**src/rtl/pt_check.sv**
```systemverilog
// Plaintext printability checker: scans the length-prefixed plaintext RAM and reports bad (non-printable) bytes.
// Optional build macro PT_CHECK_EARLY_EXIT_EN stops the scan at the first bad byte.
module pt_check (
    input  logic       clk,
    input  logic       rst_n,
    input  logic       en,
    output logic       rdy,
    output logic [7:0] pt_addr,
    input  logic [7:0] pt_rddata,
    output logic       ok,
    output logic [7:0] bad_count,
    output logic [7:0] first_bad
);

    localparam logic [2:0] S_IDLE   = 3'd0;
    localparam logic [2:0] S_RDLEN1 = 3'd1;
    localparam logic [2:0] S_RDLEN2 = 3'd2;
    localparam logic [2:0] S_RDB1   = 3'd3;
    localparam logic [2:0] S_RDB2   = 3'd4;
    localparam logic [2:0] S_CHECK  = 3'd5;
    localparam logic [2:0] S_DONE   = 3'd6;

`ifdef PT_CHECK_EARLY_EXIT_EN
    localparam logic EARLY_EXIT = 1'b1;
`else
    localparam logic EARLY_EXIT = 1'b0;
`endif

    logic [2:0] state_q, state_d;
    logic [7:0] k_q, k_d;
    logic [7:0] mlen_q, mlen_d;
    logic [7:0] byte_q, byte_d;
    logic [7:0] bad_count_q, bad_count_d;
    logic [7:0] first_bad_q, first_bad_d;
    logic       ok_q, ok_d;
    logic       byte_bad;

    // Printable ASCII is 0x20..0x7E inclusive; everything else is bad.
    assign byte_bad = (byte_q < 8'h20) || (byte_q > 8'h7E);

    always_comb begin
        // NOTE: every signal gets a default first so no path leaves it unassigned (no latch).
        state_d     = state_q;
        k_d         = k_q;
        mlen_d      = mlen_q;
        byte_d      = byte_q;
        bad_count_d = bad_count_q;
        first_bad_d = first_bad_q;
        ok_d        = ok_q;

        case (state_q)
            S_IDLE: begin
                if (en) begin
                    state_d     = S_RDLEN1;
                    k_d         = 8'd1;
                    bad_count_d = 8'd0;
                    first_bad_d = 8'd0;
                    ok_d        = 1'b0;
                end
            end
            S_RDLEN1: state_d = S_RDLEN2;
            S_RDLEN2: begin
                mlen_d  = pt_rddata;
                state_d = (pt_rddata == 8'd0) ? S_DONE : S_RDB1;
            end
            S_RDB1: state_d = S_RDB2;
            S_RDB2: begin
                byte_d  = pt_rddata;
                state_d = S_CHECK;
            end
            S_CHECK: begin
                if (byte_bad) begin
                    bad_count_d = bad_count_q + 8'd1;
                    if (first_bad_q == 8'd0) begin
                        first_bad_d = k_q;
                    end
                end
                // k stops at mlen (max 255), so the increment below never wraps.
                if ((k_q == mlen_q) || (EARLY_EXIT && byte_bad)) begin
                    state_d = S_DONE;
                end else begin
                    k_d     = k_q + 8'd1;
                    state_d = S_RDB1;
                end
            end
            S_DONE: begin
                ok_d    = (bad_count_q == 8'd0);
                state_d = S_IDLE;
            end
            default: state_d = S_IDLE;
        endcase
    end

    always_ff @(posedge clk) begin
        // NOTE: sequential state uses non-blocking assignments so all registers update together.
        if (!rst_n) begin
            state_q     <= S_IDLE;
            k_q         <= 8'd0;
            mlen_q      <= 8'd0;
            byte_q      <= 8'd0;
            bad_count_q <= 8'd0;
            first_bad_q <= 8'd0;
            ok_q        <= 1'b0;
        end else begin
            state_q     <= state_d;
            k_q         <= k_d;
            mlen_q      <= mlen_d;
            byte_q      <= byte_d;
            bad_count_q <= bad_count_d;
            first_bad_q <= first_bad_d;
            ok_q        <= ok_d;
        end
    end

    // The RAM address is held for both read cycles of each byte; 0 otherwise.
    always_comb begin
        pt_addr = 8'd0;
        if ((state_q == S_RDB1) || (state_q == S_RDB2)) begin
            pt_addr = k_q;
        end
    end

    assign rdy       = (state_q == S_IDLE);
    assign ok        = ok_q;
    assign bad_count = bad_count_q;
    assign first_bad = first_bad_q;

endmodule

```
**config.mk**
```make
export PLATFORM = sky130hd
export DESIGN_NAME = pt_check
export DESIGN_NICKNAME = d
export VERILOG_FILES = /design/src/rtl/pt_check.sv
export SDC_FILE = /design/constraint.sdc
export NUM_CORES = 1
export LEC_CHECK = 0
export BUFFER_PORTS_ARGS = -buffer_cell sky130_fd_sc_hd__buf_4
export CORE_ASPECT_RATIO = 1.2
export CORE_MARGIN = 10
export CORE_UTILIZATION = 33
export CTS_BUF_LIST = sky130_fd_sc_hd__clkbuf_4 sky130_fd_sc_hd__clkbuf_8 sky130_fd_sc_hd__clkbuf_16
export DETAILED_ROUTE_END_ITERATION = 10
export GPL_ROUTABILITY_DRIVEN = 0
export GPL_TIMING_DRIVEN = 0
export SYNTH_ARGS = -nofsm -noshare
export SYNTH_HDL_FRONTEND = slang
export SYNTH_SLANG_ARGS = --single-unit
```
**constraint.sdc**
```tcl
create_clock -name clk -period 3.9 [get_ports clk]
set_clock_uncertainty 0.05 [all_clocks]
set_input_delay 0.78 -clock clk [delete_from_list [all_inputs] [get_ports clk]]
set_output_delay 0.78 -clock clk [all_outputs]
set_load 0.01 [all_outputs]
```
; Yosys cells after proc, flatten, opt, wreduce, memory -nomap -nowiden
; Cells that the tools add are included.
[classes]
add_sub_neg = 2
n_lt_le_gt_ge = 2
eq_ne = 11
muxes = 16
n_reduce_logical = 12
[ops]
columns = operator, count
row1 = 2-to-1 mux 8 bit, 7
row2 = one-hot mux 8 bit (2 select lines), 3
row3 = zero test 8 bit, 3
row4 = one-hot mux 3 bit (6 select lines), 1
row5 = "adder 8 x 1 -> 8 bit, second input constant", 2
row6 = "equality test 3 bit, second input constant", 3
row7 = 2-to-1 mux 3 bit, 3
row8 = equality test 8 bit, 1
row9 = "> comparator 8 x 7 -> 1 bit, second input constant", 1
row10 = "< comparator 8 x 6 -> 1 bit, second input constant", 1
row11 = "inequality test 2 bit, second input constant", 4
row12 = "equality test 3 x 2 -> 1 bit, second input constant", 2
row13 = AND reduction 3 bit, 2
row14 = AND reduction 4 bit, 1
row15 = nonzero test 2 bit, 2
row16 = "equality test 3 x 1 -> 1 bit, second input constant", 1
row17 = zero test 3 bit, 1
row18 = logical OR 1 bit, 2
row19 = one-hot mux 1 bit (2 select lines), 1
row20 = AND reduction 2 bit, 1
row21 = 2-to-1 mux 1 bit, 1
[word_totals]
reg_bits = 44
elab_cells = 50

; Depth between registers and ports, before layout
; Gate-level depths: netlist of run 1.
[depth]
word_depth = 4
mapped_depth = 6

; Worst setup path after synthesis of run 1
; No wires, ideal clock.
[synth_path]
kind = register -> output
from = register state_q[2]
to = output port pt_addr[0]
arrival_time_ns = 1.417
slack_ns = 1.653
stages_incl_launch_ff = 6
path_cell_list = dfxtp_1 inv_1 or3_1 clkbuf_1 o21ai_0 and2_1
[synth_via]
elab_chain_len = 3
word_cells_on_any_way = 4
cone_classes = eq/ne (2) / mux (1) / reduce/logical (1)
[synth_rtl]
columns = item, line
row1 = from (decl), 29  ; logic [2:0] state_q, state_d;
row2 = from (signal assigned), 105  ; state_q <= state_d;
row3 = equality test 3 x 2 -> 1 bit / equality test 3 bit (equally long branches), 118  ; if ((state_q == S_RDB1) || (state_q == S_RDB2)) begin
row4 = logical OR 1 bit *, 118
row5 = 2-to-1 mux 8 bit *, 118
row6 = to (decl), 8  ; output logic [7:0] pt_addr,
; Mark *: on every way between the ends. The rest lies on a longest branch, timed or not.

; Worst setup path in the final report of run 1
[layout_path]
from = register state_q[2]
to = output port pt_addr[3]
; Same word-level chain as after synthesis.

==> metrics.json, run 1 <==
{
  "drt": {
    "post_drt_via_cell_ratio": 5.26,
    "drt_drc_violations_left": 0,
    "drt_wl_total_mm": 6.05,
    "dr_total_vias": 2083,
    "dr.pass1.iters": 4,
    "dr.first_iter.drc_count": 99,
    "ant_nets": 0,
    "detail_route.wl_per_cell_microns": 15.3
  },
  "timing": {
    "max_slew_margin_pct": 33.2,
    "fmax_mhz": 336,
    "timing_max_transition_violations_final": 0,
    "timing.final.setup_violations": 0,
    "fin_tns_setup_ns": 0,
    "post-route-period-util_pct": 76.2,
    "worst-slew-pin-transition_ns": 0.995,
    "fin_ws_ns": 0.927,
    "finalWorstPathRequiredPeriod_ns": 2.97,
    "grt_setup_unrepaired": "no",
    "hold_violations": 0
  },
  "clock_tree": {
    "clock_sink_count": 44,
    "tritoncts_clock_tree": "yes",
    "clk_transition_reported_paths_ns": 0.10,
    "number_of_buffers_inserted_during_clock_tree_synthesis": 5,
    "post_cts_hold_buffers": 0,
    "worst_skew_pair.late_latency_ns": 0.31,
    "post_cts.repair.setup_buffers": 0,
    "htree_levels": 2,
    "cts.repair.resized": 0,
    "clockRootBuffer": "sky130_fd_sc_hd__clkbuf_8",
    "cts-root-to-sink-buffers": 2
  },
  "logic_synthesis": {
    "synth_enable_flop_cells": 0,
    "seq_area_frac_synth_pct": 39.4,
    "yosysWarnings": 0,
    "syn-instance-count": 268,
    "synth.distinct_cells": 42,
    "synth.most_common_cell": "sky130_fd_sc_hd__dfxtp_1",
    "post-synth-top-area-fraction_pct": 39.4,
    "number_of_flip_flops_and_latches_in_the_synthesized_netlist": 44,
    "mappedNetlistArea_sq_um": 2240,
    "syn-mean-instance-area_sq_um": 8.34,
    "netlist_top_cells_area": "sky130_fd_sc_hd__dfxtp_1 39%, sky130_fd_sc_hd__mux2i_1 7.2%, sky130_fd_sc_hd__nand2_1 7.1%",
    "synth_common_cells": "44 x sky130_fd_sc_hd__dfxtp_1, 42 x sky130_fd_sc_hd__nand2_1, 29 x sky130_fd_sc_hd__a21oi_1",
    "total_nets_after_synthesis": 282,
    "yosys.area.top_type": "sky130_fd_sc_hd__dfxtp_1",
    "ys_dominant_reg_cell": "sky130_fd_sc_hd__dfxtp_1",
    "asyncSetResetFlopFracSynth_pct": 0
  },
  "global_route": {
    "grt_max_degree": 17,
    "grt_pass1_wl_mm": 9.52,
    "grt_antenna_before_repair": 0,
    "grt_pass1_vias": 1901,
    "globalRoute.totalOverflow": 0,
    "grtUsageTotal_pct": 11.5
  },
  "power": {
    "internal_power_w": 0.000645,
    "total_switching_power_w": 0.000279,
    "p_seq_share_pct": 51.3,
    "clockPowerShare_pct": 33.7,
    "power_per_cell_area_nw_per_um2": 342,
    "vdd_ir_drop_max_uv": 165,
    "p_sw_share_pct": 30.2,
    "p_leak_nw": 1.03,
    "combinationalPowerShare_pct": 15.0
  },
  "floorplanning": {
    "die_width_microns": 95.1,
    "dieArea_sq_um": 10500,
    "io_pins": 37,
    "die_y_microns": 110,
    "floorplan.core_area_sq_um": 6530,
    "floorplan.initialDensity_pct": 34.3,
    "core.rowCount": 32
  },
  "cells_and_area": {
    "finish.instance_area_sq_um": 2700,
    "antenna_cells": 0,
    "layout.filler_cells": 699,
    "final_net_count": 324,
    "area.growth.synth_to_final_pct": 20.8,
    "layout-drive-gt1-share_pct": 18.0
  },
  "run": {
    "drv.max_cap_violation_count": 0
  },
  "placed_design": {
    "place.port_buffers": 35,
    "placed_cell_area_sq_um": 2610,
    "dp_worst_setup_slack_ns": 1.28,
    "hpwl_mm": 4.53
  },
  "critical_path": {
    "criticalPathCategory": "register to output pin",
    "critical_path.endpoint_type": "output pin",
    "setup.worst_path.start_class": "register",
    "cp_slowest_stage_delay_ns": 0.44,
    "cp_cell_sequence": "inv_1 > or3_1 > clkbuf_1 > o21ai_0 > and2_1 > buf_4",
    "cp_slowest_cell": "sky130_fd_sc_hd__dfxtp_1",
    "critical_path_required_ns": 3.07,
    "path_max_fanout": 9,
    "worst_ep_arrival_time_ns": 2.14
  },
  "run_status": {
    "outcome": "completed"
  },
  "worst_hold_path": {
    "tightest_hold_check_type": "register to register"
  }
}
[worst max-delay path, delay by kind of cell (launching register included)]
kind,cells,cell delay (ns)
and+or+nand+nor,2,0.62
AOI/OAI and AO/OA,1,0.31
buffers and inverters,3,0.46
DFF,1,0.44
[layer usage]
| layer | GRT usage, % | vias up | share of wire, % | routed length, microns |
|---|---|---|---|---|
| met5 | 0 | - | 0 | 0 |
| li1 | - | 1052 | - | - |
| met1 | 13.2 | 983 | 43 | 2630 |
| met2 | 19.7 | 42 | 49 | 2940 |
| met4 | 4.18 | 0 | 1.4 | 84 |
| met3 | 3.25 | 6 | 6.5 | 396 |
[final cells by class]
cell class                 count  area, sq um  area share, %
buffer                        17         72.6           2.69
clock buffer                   5         68.8           2.55
multi-input combinational    202         1260           46.8
inverter                       5         18.8          0.695
tap                           85          106           3.94
clock inverter                 3         26.3          0.973
sequential                    44          881           32.6
timing repair buffer          35          263           9.73
[power groups by stage]
stage	Combinational (W)	Clock (W)	Sequential, W
floorplan	0.0000970	0	0.000481
global placement	0.000138	0	0.000484
detailed placement	0.000140	0	0.000484
CTS	0.000140	0.000324	0.000474
global route	0.000154	0.000340	0.000476
finish	0.000139	0.000312	0.000474
[per-stage QoR]
step	hold slack [ns]	util (%)	instances	power, W
finish	0.410	41.4	396	0.000924
CTS	0.411	41.4	396	0.000938
floorplan	0.382	-	268	0.000578
global route	0.418	41.4	396	0.000970
detailed placement	0.398	39.9	388	0.000624
global placement	0.391	39.9	388	0.000622
[path summary, 6_finish.rpt]
check,from,endpoint,slack (ns),cells after the start
max,state_q[2],pt_addr[3],0.93,6
min,byte_q[2],byte_q[2],0.41,2
max reg2reg,k_q[0],k_q[0],1.66,5
min reg2reg,byte_q[2],byte_q[2],0.41,2
[sequential cells by signal, indices dropped and copies added, names as in the netlist]
register   cells
bad_count      8
byte_q         8
first_bad      8
k_q            8
mlen_q         8
state_q        3
ok             1
[placed cells by master, fill, tap and decap left out, drive strengths merged, types with 2 or more instances in the layout]
master and n:
mux2i 16, inv 7, o21ai 5, and4 3, o31ai 4, nand2 42, a211o 3, buf 44
nor3 2, or3 7, nand3b 2, xor2 8, dfxtp 44, and2 9, ha 3, clkbuf 13
nor2 14, or4 8, nand4 14, a21oi 30, nor4 5, nand3 10
[cell families after synthesis]
kind of cell | after synthesis | share of synthesized area [%]
xor+xnor | 8 | 3.13
compound gates | 51 | 14.1
simple gates | 124 | 30.4
fa+ha+maj | 3 | 1.68
mux | 16 | 7.16
flops | 44 | 39.4
buf+inv | 22 | 4.09
(Power assumes the default switching activity.)
==> run 2: changes to the inputs <==
- clock period: 3.9 -> 2.8 ns (I/O delays scaled with it)
==> run 2 against run 1 <==
Against the previous run:
- cell count is the same
- register-to-register slack lost 1.1 ns
- sequential power grew 39%
- sequential share of layout area is essentially flat
- total power grew 39%
- die area is the same
- via count is essentially flat
- global-route usage is the same
==> metrics.json, run 2 (synthesis gave the netlist of run 1 again) <==
{
  "critical_path": {
    "cp_cell_sequence": "inv_1 > or3_1 > clkbuf_1 > o21ai_2 > and2_1 > buf_4",
    "rr_endpoint": "k_q[0]",
    "critical_path_required": {"value": 2.19, "unit": "ns", "change": "-0.88 ns"},
    "reg2reg_setup_slack": {"value": 0.56, "unit": "ns", "change": "-1.10 ns"},
    "cp_slowest_cell": "sky130_fd_sc_hd__dfxtp_1",
    "critPathTopFamily": "simple AND/OR/NAND/NOR gates",
    "worst_r2r_path_depth": {"value": 5, "change": "unchanged"},
    "regToRegStartpoint": "k_q[0]",
    "path_max_fanout": {"value": 9, "change": "unchanged"},
    "cp_slowest_stage_delay": {"value": 0.44, "unit": "ns", "change": "about the same"},
    "worst_ep_arrival_time": {"value": 1.98, "unit": "ns", "change": "-0.16 ns"},
    "setup.worst_path.start_class": "register",
    "critical_path_buf_inv_count": {"value": 3, "change": "unchanged"},
    "critical_path.endpoint_type": "output pin",
    "criticalPathCategory": "register to output pin"
  },
  "power": {
    "combinationalPowerShare": {"value": 15.1, "unit": "%", "change": "about the same"},
    "p_leak": {"value": 1.04, "unit": "nW", "change": "+0.20%"},
    "clockPowerShare": {"value": 33.7, "unit": "%", "change": "about the same"},
    "internal_power": {"value": 0.000899, "unit": "W", "change": "+39%"},
    "power_per_cell_area": {"value": 477, "unit": "nW/um^2", "change": "+39%"},
    "p_sw_share": {"value": 30.2, "unit": "%", "change": "+0.039 points"},
    "total_switching_power": {"value": 0.000389, "unit": "W", "change": "+40%"},
    "p_seq_share": {"value": 51.2, "unit": "%", "change": "about the same"},
    "vdd_ir_drop_max": {"value": 230, "unit": "uV", "change": "+39%"}
  },
  "timing": {
    "worst-slew-pin-transition": {"value": 0.997, "unit": "ns", "change": "+0.00183 ns"},
    "post-route-period-util_pct": 92.6,
    "timing_max_transition_violations_final": {"value": 0, "change": "unchanged"},
    "finalWorstPathRequiredPeriod_ns": 2.59,
    "max_slew_margin": {"value": 33.1, "unit": "%", "change": "-0.12 points"},
    "hold_violations": {"value": 0, "change": "unchanged"},
    "fin_tns_setup": {"value": 0, "unit": "ns", "change": "unchanged"},
    "timing.final.setup_violations": {"value": 0, "change": "unchanged"},
    "grt_setup_unrepaired": "no",
    "fmax_mhz": 386
  },
  "placed_design": {
    "dp_cells": {"value": 388, "change": "unchanged"},
    "place.port_buffers": {"value": 35, "change": "unchanged"},
    "hpwl": {"value": 4.53, "unit": "mm", "change": "unchanged"}
  },
  "global_route": {
    "grt_antenna_before_repair": {"value": 0, "change": "unchanged"},
    "grt_pass1_wl": {"value": 9.52, "unit": "mm", "change": "unchanged"},
    "grt_pass1_vias": {"value": 1901, "change": "unchanged"},
    "grtUsageTotal": {"value": 11.5, "unit": "%", "change": "unchanged"},
    "globalRoute.totalOverflow": {"value": 0, "change": "unchanged"},
    "grt_max_degree": {"value": 17, "change": "unchanged"}
  },
  "clock_tree": {
    "cts-root-to-sink-buffers": {"value": 2, "change": "unchanged"},
    "clockRootBuffer": "sky130_fd_sc_hd__clkbuf_8",
    "worst_skew_pair.late_latency": {"value": 0.31, "unit": "ns", "change": "about the same"},
    "post_cts_hold_buffers": {"value": 0, "change": "unchanged"},
    "clock_sink_count": {"value": 44, "change": "unchanged"},
    "tritoncts_clock_tree": "yes",
    "clk_transition_reported_paths": {"value": 0.10, "unit": "ns", "change": "about the same"},
    "htree_levels": {"value": 2, "change": "unchanged"},
    "number_of_buffers_inserted_during_clock_tree_synthesis": {"value": 5, "change": "unchanged"}
  },
  "worst_hold_path": {
    "worst_hold_path.endpoint": "byte_q[2]",
    "launch_instance_of_the_worst_min_delay_path": "byte_q[2]",
    "tightest_hold_check_type": "register to register",
    "timing.hold.worst_path_depth": {"value": 2, "change": "unchanged"}
  },
  "cells_and_area": {
    "layout.filler_cells": {"value": 698, "change": "-0.14%"},
    "layout-drive-gt1-share": {"value": 18.3, "unit": "%", "change": "+0.32 points"},
    "final_cell_mix": "44 x sky130_fd_sc_hd__dfxtp_1, 42 x sky130_fd_sc_hd__nand2_1, 35 x sky130_fd_sc_hd__buf_4, 29 x sky130_fd_sc_hd__a21oi_1, 16 x sky130_fd_sc_hd__mux2i_1",
    "final_util": {"value": 41.4, "unit": "%", "change": "+0.057 points"},
    "area.growth.synth_to_final_pct": 20.9,
    "antenna_cells": {"value": 0, "change": "unchanged"},
    "mostFrequentLayoutCell": "sky130_fd_sc_hd__dfxtp_1",
    "final_net_count": {"value": 324, "change": "unchanged"},
    "final_cell_count_no_fill": {"value": 396, "change": "unchanged"}
  },
  "floorplanning": {
    "die_width": {"value": 95.1, "unit": "microns", "change": "unchanged"},
    "die_y": {"value": 110, "unit": "microns", "change": "unchanged"},
    "dieArea": {"value": 10500, "unit": "sq um", "change": "unchanged"},
    "io_pins": {"value": 37, "change": "unchanged"},
    "floorplan.initialDensity": {"value": 34.3, "unit": "%", "change": "unchanged"},
    "core.rowCount": {"value": 32, "change": "unchanged"},
    "floorplan.core_area": {"value": 6530, "unit": "sq um", "change": "unchanged"}
  },
  "drt": {
    "dr_wl_met3": {"value": 362, "unit": "microns", "change": "-8.6%"},
    "ant_nets": {"value": 0, "change": "unchanged"},
    "wl_met2": {"value": 2.94, "unit": "mm", "change": "about the same"},
    "top_layer_used": "met4",
    "dr.first_iter.drc_count": {"value": 91, "change": "-8.1%"},
    "dr.pass1.iters": {"value": 4, "change": "unchanged"},
    "detail_route.wl_per_cell": {"value": 15.4, "unit": "microns", "change": "+0.58%"},
    "dr_total_vias": {"value": 2085, "change": "+0.096%"},
    "drt_wl_total": {"value": 6.08, "unit": "mm", "change": "+0.58%"},
    "drt_drc_violations_left": {"value": 0, "change": "unchanged"},
    "route.layer.met1.wl": {"value": 2.70, "unit": "mm", "change": "+2.7%"},
    "post_drt_via_cell_ratio": {"value": 5.27, "change": "about the same"}
  },
  "run": {
    "drv.max_cap_violation_count": {"value": 0, "change": "unchanged"}
  },
  "run_status": {
    "outcome": "completed"
  }
}
run 2: cell types whose count changed in the layout (fill, tap and decap cells not counted):
cell / before / now
sky130_fd_sc_hd__o21ai_0: 5 / 4
sky130_fd_sc_hd__o21ai_2: 0 / 1
run 2: worst max path at each step:
| stage | from | endpoint | slack (ns) | depth (start not counted) |
|---|---|---|---|---|
| final | state_q[2] | pt_addr[3] | 0.21 | 6 |
| after global routing | state_q[2] | pt_addr[3] | 0.09 | 6 |
| after CTS | state_q[2] | pt_addr[3] | 0.04 | 6 |
| after detailed placement | state_q[2] | pt_addr[3] | 0.40 | 6 |
| after floorplan | state_q[2] | pt_addr[0] | 0.77 | 5 |
| after global placement | state_q[2] | pt_addr[3] | 0.41 | 6 |
run 2: worst reg2reg max path, stage by stage (launching register included):
cell and delay [ns]:
sky130_fd_sc_hd__dfxtp_1 0.36, sky130_fd_sc_hd__clkbuf_1 0.35, sky130_fd_sc_hd__xor2_1 0.14, sky130_fd_sc_hd__nor4_2 0.73
sky130_fd_sc_hd__a21oi_2 0.19, sky130_fd_sc_hd__o221a_2 0.33
run 2: layer usage:
layer,global-route usage (%),vias to the layer above
li1,-,1054
met1,13.2,985
met2,19.7,40
met3,3.25,6
met4,4.18,0
met5,0,-
run 2: power groups by stage:
stage	Combinational, W	Clock (W)	Sequential [W]
after floorplan	0.000135	0	0.000670
after global placement	0.000192	0	0.000674
after detailed placement	0.000195	0	0.000675
after CTS	0.000195	0.000451	0.000660
after global routing	0.000215	0.000474	0.000663
final	0.000195	0.000434	0.000660
run 2: repair_timing:
| action | 4_1_cts | 5_1_grt |
|---|---|---|
| setup endpoints to repair | 0 | 8 |
| endpoints found under the hold margin | 0 | 0 |
| gates resized for setup | 0 | 2 |
| setup buffers | 0 | 0 |
run 2: through the flow:
stage / power, W / setup WS [ns] / hold WS [ns] / cell area (sq um)
6_report: 0.00129 / 0.208 / 0.410 / 2700
4_1_cts: 0.00131 / 0.0423 / 0.411 / 2700
3_3_place_gp: 0.000866 / 0.415 / 0.391 / 2610
5_1_grt: 0.00135 / 0.0851 / 0.418 / 2700
2_1_floorplan: 0.000805 / 0.773 / 0.382 / 2240
3_5_place_dp: 0.000870 / 0.397 / 0.398 / 2610
run 2: final cells by class:
class / instances / area, sq um / share of cell area [%]
Timing Repair Buffer: 35 / 263 / 9.72
Sequential cell: 44 / 881 / 32.6
Buffer: 17 / 72.6 / 2.68
Clock inverter: 3 / 26.3 / 0.972
Tap cell: 85 / 106 / 3.93
Multi-Input combinational cell: 202 / 1270 / 46.9
Clock buffer: 5 / 68.8 / 2.55
Inverter: 5 / 18.8 / 0.694
